## src/rtl/thunderbird.sv

```systemverilog
// Ford Thunderbird tail-light sequencer: Moore FSM stepping three lamps per side.
// Optional hazard flash on simultaneous left+right is built when THUNDERBIRD_HAZARD_EN is defined.
module thunderbird #(
  parameter int unsigned TICK_DIV = 1
) (
  input  logic       clk,
  input  logic       reset,
  input  logic       left,
  input  logic       right,
  output logic [5:0] light_out
);

  localparam int unsigned    CNT_W    = (TICK_DIV > 1) ? $clog2(TICK_DIV) : 1;
  localparam logic [CNT_W-1:0] CNT_LAST = CNT_W'(TICK_DIV - 1);

  localparam logic [2:0] IDLE = 3'd0;
  localparam logic [2:0] L1   = 3'd1;
  localparam logic [2:0] L2   = 3'd2;
  localparam logic [2:0] L3   = 3'd3;
  localparam logic [2:0] R1   = 3'd4;
  localparam logic [2:0] R2   = 3'd5;
  localparam logic [2:0] R3   = 3'd6;
`ifdef THUNDERBIRD_HAZARD_EN
  localparam logic [2:0] LR3  = 3'd7;
`endif

  logic [CNT_W-1:0] cnt;
  logic             step;
  logic [2:0]       state;
  logic [2:0]       state_nxt;

  function automatic logic [5:0] decode(input logic [2:0] s);
    logic [5:0] d;
    d = '0;
    case (s)
      L1:  d = 6'b001000;
      L2:  d = 6'b011000;
      L3:  d = 6'b111000;
      R1:  d = 6'b000100;
      R2:  d = 6'b000110;
      R3:  d = 6'b000111;
`ifdef THUNDERBIRD_HAZARD_EN
      LR3: d = 6'b111111;
`endif
      default: d = '0;
    endcase
    return d;
  endfunction

  assign step = (cnt == CNT_LAST);

  always_ff @(posedge clk or negedge reset) begin
    if (!reset) begin
      cnt <= '0;
    end else if (step) begin
      cnt <= '0;
    end else begin
      cnt <= cnt + 1'b1;
    end
  end

  // Sequences run to completion; requests are only looked at from IDLE.
  always_comb begin
    state_nxt = IDLE;
    case (state)
      IDLE: begin
`ifdef THUNDERBIRD_HAZARD_EN
        if (left && right) state_nxt = LR3;
        else if (left)     state_nxt = L1;
        else if (right)    state_nxt = R1;
        else               state_nxt = IDLE;
`else
        if (left)          state_nxt = L1;
        else if (right)    state_nxt = R1;
        else               state_nxt = IDLE;
`endif
      end
      L1:      state_nxt = L2;
      L2:      state_nxt = L3;
      R1:      state_nxt = R2;
      R2:      state_nxt = R3;
      default: state_nxt = IDLE;
    endcase
  end

  // Lamps are registered alongside the state so they always equal decode(state).
  always_ff @(posedge clk or negedge reset) begin
    if (!reset) begin
      state     <= IDLE;
      light_out <= '0;
    end else if (step) begin
      state     <= state_nxt;
      light_out <= decode(state_nxt);
    end
  end

endmodule

```

## config.mk

```make
export PLATFORM = sky130hd
export DESIGN_NAME = thunderbird
export DESIGN_NICKNAME = d
export VERILOG_FILES = /design/src/rtl/thunderbird.sv
export SDC_FILE = /design/constraint.sdc
export NUM_CORES = 1
export LEC_CHECK = 0
export BUFFER_PORTS_ARGS = -buffer_cell sky130_fd_sc_hd__buf_4
export CAP_MARGIN = 0
export CORE_AREA = 2 2 39 41
export DETAILED_ROUTE_END_ITERATION = 10
export DIE_AREA = 0 0 41 43
export PLACE_DENSITY_LB_ADDON = 0.2
export SLEW_MARGIN = 10
export SYNTH_ARGS = -nofsm -noshare
export SYNTH_HDL_FRONTEND = slang
export SYNTH_SLANG_ARGS = --single-unit
```

## constraint.sdc

```tcl
create_clock -name clk -period 2 [get_ports clk]
set_input_delay 0.1 -clock clk [delete_from_list [all_inputs] [get_ports clk]]
set_output_delay 0.1 -clock clk [all_outputs]
set_load 0.02 [all_outputs]
```

Word level (Yosys, flattened, before mapping)

Cells that the tools add are included.

Output and inout bits: 6
Flip-flop bits (word level): 10
Logic and storage cells: 20
Input bits: 4

Mux-type cells: 5
Reduce and logical (&&, ||, !) cells: 1
Eq/ne operators: 10
Add/subtract/negate cells: 1

Operator list:

| kind                                                            | number |
|---|---|
| 6-bit case mux with 6 select lines                              | 1 |
| 3-bit == test, second input constant                            | 5 |
| 3-bit case mux with 5 select lines                              | 1 |
| 3-bit by 2-bit == test with 1-bit output, second input constant | 3 |
| 3-bit by 1-bit == test with 1-bit output, second input constant | 2 |
| 3-bit 2-to-1 mux                                                | 2 |
| 3-bit zero test                                                 | 1 |
| 1-bit adder, second input constant                              | 1 |
| 1-bit 2-to-1 mux                                                | 1 |

Longest topological paths before layout

Gate-level depths: netlist (run 1).

Depth after elaboration: 5
Depth in mapped cells: 2
Mapped depth without buffers: 2

Worst setup path after synthesis (run 1)

Ideal clock, no wire load.

Path kind: register -> register
Start: register state[2]
End: register light_out[2]
Cell stages (with the launch flop): 3
Clock period less this slack: 0.909 ns
Path buffers: 0
Path slack: 1.091 ns
Data required time: 1.876 ns
Library setup time: 0.124 ns
Arrival time: 0.784 ns
Path through: dfrtp_1 nor2b_2 or2_1

Cells in the longest elaborated chain, start to end: 4
Elaborated cells between the ends (all ways): 13
Those cells by class: 10 x eq/ne; 2 x mux; 1 x reduce/logical

RTL lines:

| what                                        | line | text |
|---|---|---|
| start: declaration                          | 29   | `logic [2:0] state;` |
| start signal: assignment                    | 92   | `state <= state_nxt;` |
| 3-bit == test, or another cell as far along | 65   | `case (state)` |
| 3-bit case mux with 5 select lines *        | 65   |  |
| 3-bit == test, or another cell as far along | 35   | `case (s)` |
| 6-bit case mux with 6 select lines *        | 35   |  |
| end signal: assignment                      | 93   | `light_out <= decode(state_nxt);` |
| end: declaration                            | 10   | `output logic [5:0] light_out` |

Mark *: on every way between the ends. The rest lies on a longest branch, timed or not.
A chain may end at the register's enable or synchronous reset.

Worst setup path after layout (run 1)

Start: register state[2]
End: register state[2]

Cells in the longest elaborated chain, start to end: 2
Elaborated cells between the ends (all ways): 6
Those cells by class: 4 x eq/ne; 1 x mux; 1 x reduce/logical

RTL lines:

| what                                        | line | text |
|---|---|---|
| 3-bit == test, or another cell as far along | 65   |  |
| 3-bit case mux with 5 select lines *        | 65   |  |
| net state_nxt[2]                            | 30   | `logic [2:0] state_nxt;` |

The timed path passes the listed nets; every way through them passes the cells marked *.

==> results_dict.tcl, run 1 <==
set metrics [dict create \
    clkSinkCount 9 \
    worstRegToRegCells 2 \
    n_antenna_cell 0 \
    cts.clk_slew.worst_paths_ps 60 \
    drtIter0Drc 3 \
    drc_errors 0 \
    r2r_setup_slack_ps 1040 \
    combPwrFrac_pct 35.9 \
    crit_arrival_ps 1100 \
    yosysWarnings 0 \
    setup.worst_path.class "register to register" \
    p_sw_mw 0.255 \
    r2r_start "state[2]" \
    ios 10 \
    ctsRootBufferMaster "clkbuf_4" \
    cts-buffers-inserted 3 \
    die_h_um 43 \
    cp_max_fo 7 \
    maxSlewHeadroom_pct 84.4 \
    ant_nets 0 \
    maxCapViolCount 0 \
    die-area_um2 1760 \
    vias 206 \
    synth-compound-area-share_pct 9.41 \
    grt_max_degree 10 \
    htreeDepth 1 \
    synth_top_family_by_area "simple AND/OR/NAND/NOR gates" \
    netlist_area_um2 319 \
    period_share_pct 48.2 \
    fp.dieW_um 41 \
    synth_simple_gate_area_share_pct 20.0 \
    maxSlewViolCount 0 \
    setup_viol 0 \
    syn_inst 23 \
    grt_pass1_vias 205 \
    numPortBuffers 9 \
    gp_congestion 0.738 \
    antenna_found_initial 0 \
    status "finished, final reports clean" \
    cts_tree "yes" \
    fmax_mhz 1040 \
    avgSynthCellArea_um2 13.9 \
    p_seq_share_pct 45.3 \
    cp.required_ps 2140 \
    grt_setup_unrepaired "false" \
    total_power_mw 0.720 \
    synthXorXnorAreaFrac_pct 0 \
    ir_worst_vdd_v 0.000449 \
    globalRouteOverflowTotal 0 \
    fin_tns_setup_ps 0 \
    rows 14 \
    syn_nets 27 \
    worst_pin_slew_ps 235 \
    layout-drive-gt1-share_pct 37.8 \
    synth_cell_types 12 \
    wl_per_cell_um 9.09 \
    finClkSkew_ps 3.31 \
    grt_pass1_wl_um 828 \
    ys_ff_latch 9 \
    powerDensity_nw_per_um2 1630 \
    insertion_delay_ps 250 \
    grtUsageTotal_pct 7.62 \
    finalCriticalPeriod_ps 965 \
    min_path_type "input pin to async pin" \
    power_leakage_nw 0.214 \
    firstDrtPassIters 2 \
    coreArea_um2 1380 \
    drt-vias-per-instance 3.89 \
    p_sw_share_pct 35.4 \
    layout.nets 42 \
    synthAdderAreaFrac_pct 0 \
    startpoint_type "register" \
    p_int_mw 0.465 \
    clockPowerShare_pct 18.8 \
    routed_wl_um 482 \
    end_kind "register" \
    start_util_pct 23.1 \
    seq_area_frac_synth_pct 70.6 \
    area_delta_synth_final_pct 38.8 \
    hold_viol_final 0 \
    post-cts-setup-buffers 0 \
    timing.rr.end "state[2]" \
    cts_buffer_depth 2 \
    muxShareOfSynthArea_pct 0 \
]
==> worst max path at each step <==
| stage | start | to | depth (start not counted) |
|---|---|---|---|
| 3_5_place_dp | state[2] | state[2] | 2 |
| 3_3_place_gp | state[2] | state[2] | 2 |
| 2_1_floorplan | state[2] | light_out[2] | 2 |
| 5_1_grt | state[1] | light_out[2] | 2 |
| 6_report | state[2] | state[2] | 2 |
| 4_1_cts | state[2] | state[2] | 2 |
==> layout make-up <==
cell class | instances | area (um^2)
Clock buffer | 4 | 26.3
Fill cell | 148 | 941
Multi-Input combinational cell | 14 | 93.8
Sequential cell | 9 | 225
Tap cell | 16 | 20.0
Timing Repair Buffer | 10 | 77.6
==> per-stage QoR <==
stage	worst slack, ps	hold WS [ps]	cells	cell area (um^2)	util [%]
finish	1040	196	53	443	32.0
global route	979	202	53	443	32.0
CTS	1030	198	53	443	32.0
detailed placement	1040	-73.5	48	407	29.4
global placement	1040	-73.2	48	407	29.4
floorplan	1090	-196	23	319	-
==> synth_stat cells <==
cell type  number  share of area (%)
and2_1          1                2.0
or2_1           2                3.9
o21ai_0         1                1.6
nand2b_1        2                3.9
nor3_1          1                1.6
nor2_1          1                1.2
a21oi_1         2                3.1
dfrtp_1         9                 71
nor4b_2         1                4.7
a211oi_1        1                2.4
nor2b_2         1                2.7
o21bai_1        1                2.4
==> cells by family after synthesis <==
group and count (synthesis):
flip-flops 9, AO/OA/AOI/OAI 5, AND/OR/NAND/NOR 9
==> metal layers <==
layer,global-route usage (%),routed length [um],vias up
met4,6.00,19,0
li1,-,-,107
met1,9.36,219,87
met5,0,0,-
met2,9.06,180,10
met3,4.71,63,2
==> power by group through the flow <==
| stage | registers [mW] | logic [mW] | clock network [mW] |
|---|---|---|---|
| 3_3_place_gp | 0.326 | 0.263 | 0 |
| 6_report | 0.326 | 0.258 | 0.135 |
| 3_5_place_dp | 0.329 | 0.260 | 0 |
| 5_1_grt | 0.338 | 0.287 | 0.151 |
| 4_1_cts | 0.327 | 0.263 | 0.141 |
| 2_1_floorplan | 0.385 | 0.0918 | 0 |
==> flip-flops by register name, indices dropped and copies added (netlist names) <==
| register | cells |
|---|---|
| light_out | 6 |
| state | 3 |
==> critical path, cell delays in order (launching register included) <==
cell     delay (ps)
dfrtp_1         440
nor2b_2         190
or2_1           220
==> timing repair <==
item                      CTS  global route
hold endpoints to repair    9             0
gates resized for setup     0             0
hold buffers                1             0
==> layout by cell type, fill, tap and decap left out, types with 2 or more instances in the layout <==
cell and n:
clkbuf_4 3, a21oi_1 2, buf_4 9, or2_1 2
nand2b_1 2, dfrtp_1 9
No activity file was read; power rests on OpenSTA's default activity.
==> inputs of run 2 (changes only) <==
Clock period 2 ns to 0.8 ns, I/O delays scaled along.
==> run 2 against run 1 <==
  * The run now ends with negative setup slack left
  * Critical path depth increased by 1
  * Hold slack worse by 65 ps
  * Final cell count rose by 7.5%
  * Die area is the same
  * First-iteration DRC count stayed put
  * Maximum frequency up 2.0%
  * Critical path type unchanged
==> results_dict.tcl, run 2 (synthesis results as in run 1) <==
set metrics [dict create \
    status "finished with violations" \
    violations "negative setup slack" \
    grtUsageTotal_pct 9.75 \
    final_cell_mix "dfrtp_1 (8), buf_6 (7), buf_4 (6)" \
    ant_nets 0 \
    startpoint_type "register" \
    p_sw_share_pct 35.7 \
    cp.required_ps 950 \
    finClkSkew_ps 3.68 \
    r2r_start "state[1]" \
    hold_viol_final 0 \
    wl_per_cell_um 11.1 \
    grt_max_degree 10 \
    ctsRootBufferMaster "clkbuf_4" \
    regMostFlops "light_out" \
    cp_max_fo 7 \
    end_kind "register" \
    worstRegToRegCells 3 \
    cts_tree "yes" \
    p_seq_share_pct 38.3 \
    clockPowerShare_pct 15.6 \
    cp-startpoint "state[1]" \
    crit_path_end "state[2]" \
    area_delta_synth_final_pct 66.3 \
    vias 233 \
    grt_pass1_wl_um 1050 \
    dp_hpwl_um 434 \
    slowest_stage "dfrtp_2" \
    ios 10 \
    largest_register_ffs 6 \
    maxSlewViolCount 0 \
    finalCriticalPeriod_ps 946 \
    n_antenna_cell 0 \
    clkSinkCount 9 \
    p_int_mw 1.45 \
    cts-buffers-inserted 3 \
    total_power_mw 2.26 \
    max_stage_delay_ps 450 \
    firstDrtPassIters 2 \
    layout-drive-gt1-share_pct 53.7 \
    insertion_delay_ps 260 \
    cts_buffer_depth 2 \
    start_util_pct 23.1 \
    worst_pin_slew_ps 259 \
    die-area_um2 1760 \
    htreeDepth 1 \
    grt_pass1_vias 245 \
    final_cell_area_um2 531 \
    crit_chain "buf_6 > nor2b_4 > or2_1" \
    antenna_found_initial 0 \
    coreArea_um2 1380 \
    fp.dieW_um 41 \
    crit_arrival_ps 1100 \
    drc_errors 0 \
    routed_wl_um 631 \
    drt-vias-per-instance 4.09 \
    grt_setup_unrepaired "true" \
    combPwrFrac_pct 46.2 \
    setup_ws_ps -146 \
    die_h_um 43 \
    layout.nets 46 \
    cts.clk_slew.worst_paths_ps 60 \
    power_leakage_nw 0.253 \
    final_common_cell "dfrtp_1" \
    min_path_type "input pin to async pin" \
    drtIter0Drc 3 \
    placed_area_um2 428 \
    period_share_pct 118 \
    post-route-util_pct 38.3 \
    setup.worst_path.class "register to register" \
    final_cells 57 \
    timing.rr.end "state[2]" \
    ir_worst_vdd_v 0.00125 \
    setup_viol 11 \
    numPortBuffers 9 \
    rows 14 \
    placed_cells 50 \
    maxCapViolCount 0 \
    fill_cells 135 \
    hold_slack_ps 131 \
    r2r_setup_slack_ps -150 \
    gp_congestion 0.737 \
    globalRouteOverflowTotal 0 \
    powerDensity_nw_per_um2 4260 \
    fmax_mhz 1060 \
    maxSlewHeadroom_pct 82.7 \
    largest_registers "light_out (6), state (3)" \
    p_sw_mw 0.806 \
]
## run 2: what timing repair did
action	CTS	global route
buffers inserted	2	0
endpoints found under the hold margin	9	0
pin swaps	3	1
hold buffers	1	0
setup endpoints to repair	13	15
gates cloned	0	0
gates resized for setup	7	5
## run 2: layout make-up
cell class	count	area [um^2]	area share (%)
Timing Repair Buffer	14	134	25.2
Tap cell	16	20.0	3.77
Multi-Input combinational cell	14	124	23.3
Sequential cell	9	226	42.7
Clock buffer	4	26.3	4.95
## run 2: power by group through the flow
stage	sequential [mW]	combinational, mW	clock [mW]
floorplan	0.979	0.244	0
global route	0.889	1.13	0.398
finish	0.864	1.04	0.352
global placement	0.815	0.753	0
detailed placement	0.822	0.767	0
CTS	0.825	0.977	0.368
## run 2: how the worst min path moves through the flow
stage / endpoint / start
2_1_floorplan: light_out[0] / reset
3_3_place_gp: light_out[0] / reset
3_5_place_dp: light_out[0] / reset
4_1_cts: light_out[0] / reset
5_1_grt: light_out[0] / reset
6_report: light_out[0] / reset
## run 2: per-layer routing
layer	GRT usage, %	part of all wire [%]	up-vias	routed length (um)
met5	0	0	-	0
li1	-	-	114	-
met1	11.7	41	106	260
met3	3.14	8.6	2	54
met4	8.00	3.3	0	21
met2	13.4	47	11	295
## run 2: worst max-delay path: cells and delay by family, from the launching register on
| kind | cells | cell delay (ps) |
|---|---|---|
| buf+inv | 1 | 130 |
| flops | 1 | 450 |
| simple gates | 2 | 260 |
## run 2: per-stage QoR
stage               setup TNS [ps]  setup WS [ps]
finish                        -778           -146
floorplan                     -145          -67.5
detailed placement            -542           -123
CTS                           -671           -132
global placement              -396           -101
global route                 -1360           -188
==> inputs of run 3 (changes only) <==
Settings changed: REMOVE_ABC_BUFFERS from default to 1.
==> run 3 against run 2 <==
  * The run still ends with negative setup slack left
  * Sequential cell count stayed put
  * Power is 0.82% higher
  * Non-clock buffer count is 1 higher
  * Sequential power is 2.4% lower
  * Count of clock-buffer cells in the layout stayed put
  * Combinational power is 5% higher
  * Die area stayed put
  * First-iteration DRC count is 100% higher
  * Utilization is 0.81 points higher
  * Critical path type unchanged
  * Highest routed layer is now met3
==> results_dict.tcl, run 3 (synthesis results as in run 1) <==
set metrics [dict create \
    die_h_um 43 \
    setup.worst_path.class "register to register" \
    grt_max_degree 10 \
    wl_per_cell_um 11.2 \
    routed_wl_um 652 \
    placed_cells 50 \
    startpoint_type "register" \
    antenna_found_initial 0 \
    cts-buffers-inserted 3 \
    clkSinkCount 9 \
    largest_register_ffs 6 \
    pre_cts_ws_ps -137 \
    hold_viol_final 0 \
    min_path_type "input pin to register" \
    fp.dieW_um 41 \
    layout-drive-gt1-share_pct 54.8 \
    maxSlewViolCount 0 \
    cp_max_fo 5 \
    setup_ws_ps -150 \
    cts_buffer_depth 2 \
    regMostFlops "light_out" \
    ant_nets 0 \
    htreeDepth 1 \
    ios 10 \
    drt-vias-per-instance 4.22 \
    dp_hpwl_um 420 \
    globalRouteOverflowTotal 0 \
    fill_cells 136 \
    layout.nets 47 \
    coreArea_um2 1380 \
    r2r_start "state[1]" \
    post-route-util_pct 39.2 \
    finClkSkew_ps 2.00 \
    die-area_um2 1760 \
    start_util_pct 23.1 \
    violations "negative setup slack" \
    grt_pass1_vias 226 \
    largest_registers "light_out (6), state (3)" \
    worst_pin_slew_ps 256 \
    insertion_delay_ps 260 \
    power_leakage_nw 0.258 \
    grtUsageTotal_pct 9.04 \
    rows 14 \
    hp-start "left" \
    setup_viol 9 \
    maxSlewHeadroom_pct 82.9 \
    maxCapViolCount 0 \
    cts_tree "yes" \
    grt_pass1_wl_um 1000 \
    ctsRootBufferMaster "clkbuf_4" \
    powerDensity_nw_per_um2 4210 \
    ir_worst_vdd_v 0.00143 \
    gp_congestion 0.744 \
    area_delta_synth_final_pct 69.8 \
    vias 245 \
    end_kind "register" \
    n_antenna_cell 0 \
    drtIter0Drc 6 \
    fmax_mhz 1050 \
    finalCriticalPeriod_ps 950 \
    cts.clk_slew.worst_paths_ps 60 \
    firstDrtPassIters 4 \
    crit_arrival_ps 1090 \
    status "finished with violations" \
    period_share_pct 119 \
    final_cells 58 \
    final_cell_mix "buf_4 (8), dfrtp_1 (8), buf_6 (6)" \
    numPortBuffers 9 \
    cp.required_ps 940 \
    cp-startpoint "state[1]" \
    drc_errors 0 \
    grt_setup_unrepaired "true" \
]
==> run 3: cell count changes in the layout (fill, tap and decap cells not counted), sizes merged <==
cell,change
buf,+1
==> run 3: path summary, 6_finish.rpt <==
kind | end | slack [ps] | cells after the start
min in group asynchronous | light_out[5] | 140 | 2
max in group asynchronous | state[1] | 520 | 2
hold reg to reg | light_out[1] | 560 | 1
hold / removal | state[0] | 130 | 3
setup reg to reg | state[2] | -150 | 3
setup / recovery | state[2] | -150 | 3
==> run 3: critical path, cell delays in order, from the launching register on <==
cell and delay (ps):
dfrtp_2 430, buf_4 140, nor2b_4 40, or2_1 220
==> run 3: layout make-up <==
cell class,instances,area [um^2],area share [%]
clock buffer,4,26.3,4.85
multi-input combinational,14,131,24.2
sequential,9,226,41.8
tap,16,20.0,3.70
timing repair buffer,15,138,25.4
==> run 3: power by group <==
group	internal, mW	switching, mW
combinational	0.615	0.475
sequential	0.665	0.177
clock	0.192	0.154
total	1.47	0.807
==> run 3: what timing repair did <==
item | in CTS | in global routing
resized for setup | 9 | 4
endpoints found under the hold margin | 9 | 0
setup endpoints to repair | 14 | 15
setup buffers | 2 | 1
pin swaps | 4 | 2
hold buffers | 1 | 0
==> run 3: metrics by stage <==
stage | area (um^2) | hold WS [ps] | setup TNS, ps | total power [mW]
finish | 542 | 128 | -840 | 2.28
global route | 542 | 121 | -1260 | 2.43
CTS | 509 | 126 | -681 | 2.16
detailed placement | 422 | -129 | -591 | 1.55
global placement | 422 | -133 | -390 | 1.54
floorplan | 319 | -256 | -256 | 1.19
==> run 3: per-layer routing <==
layer | part of all wire [%] | track usage [%] | wire length (um) | up-vias
li1 | - | - | - | 115
met1 | 44 | 11.0 | 286 | 120
met2 | 49 | 11.9 | 321 | 10
met3 | 6.7 | 3.14 | 44 | 0
met4 | 0 | 8.00 | 0 | 0
met5 | 0 | 0 | 0 | -
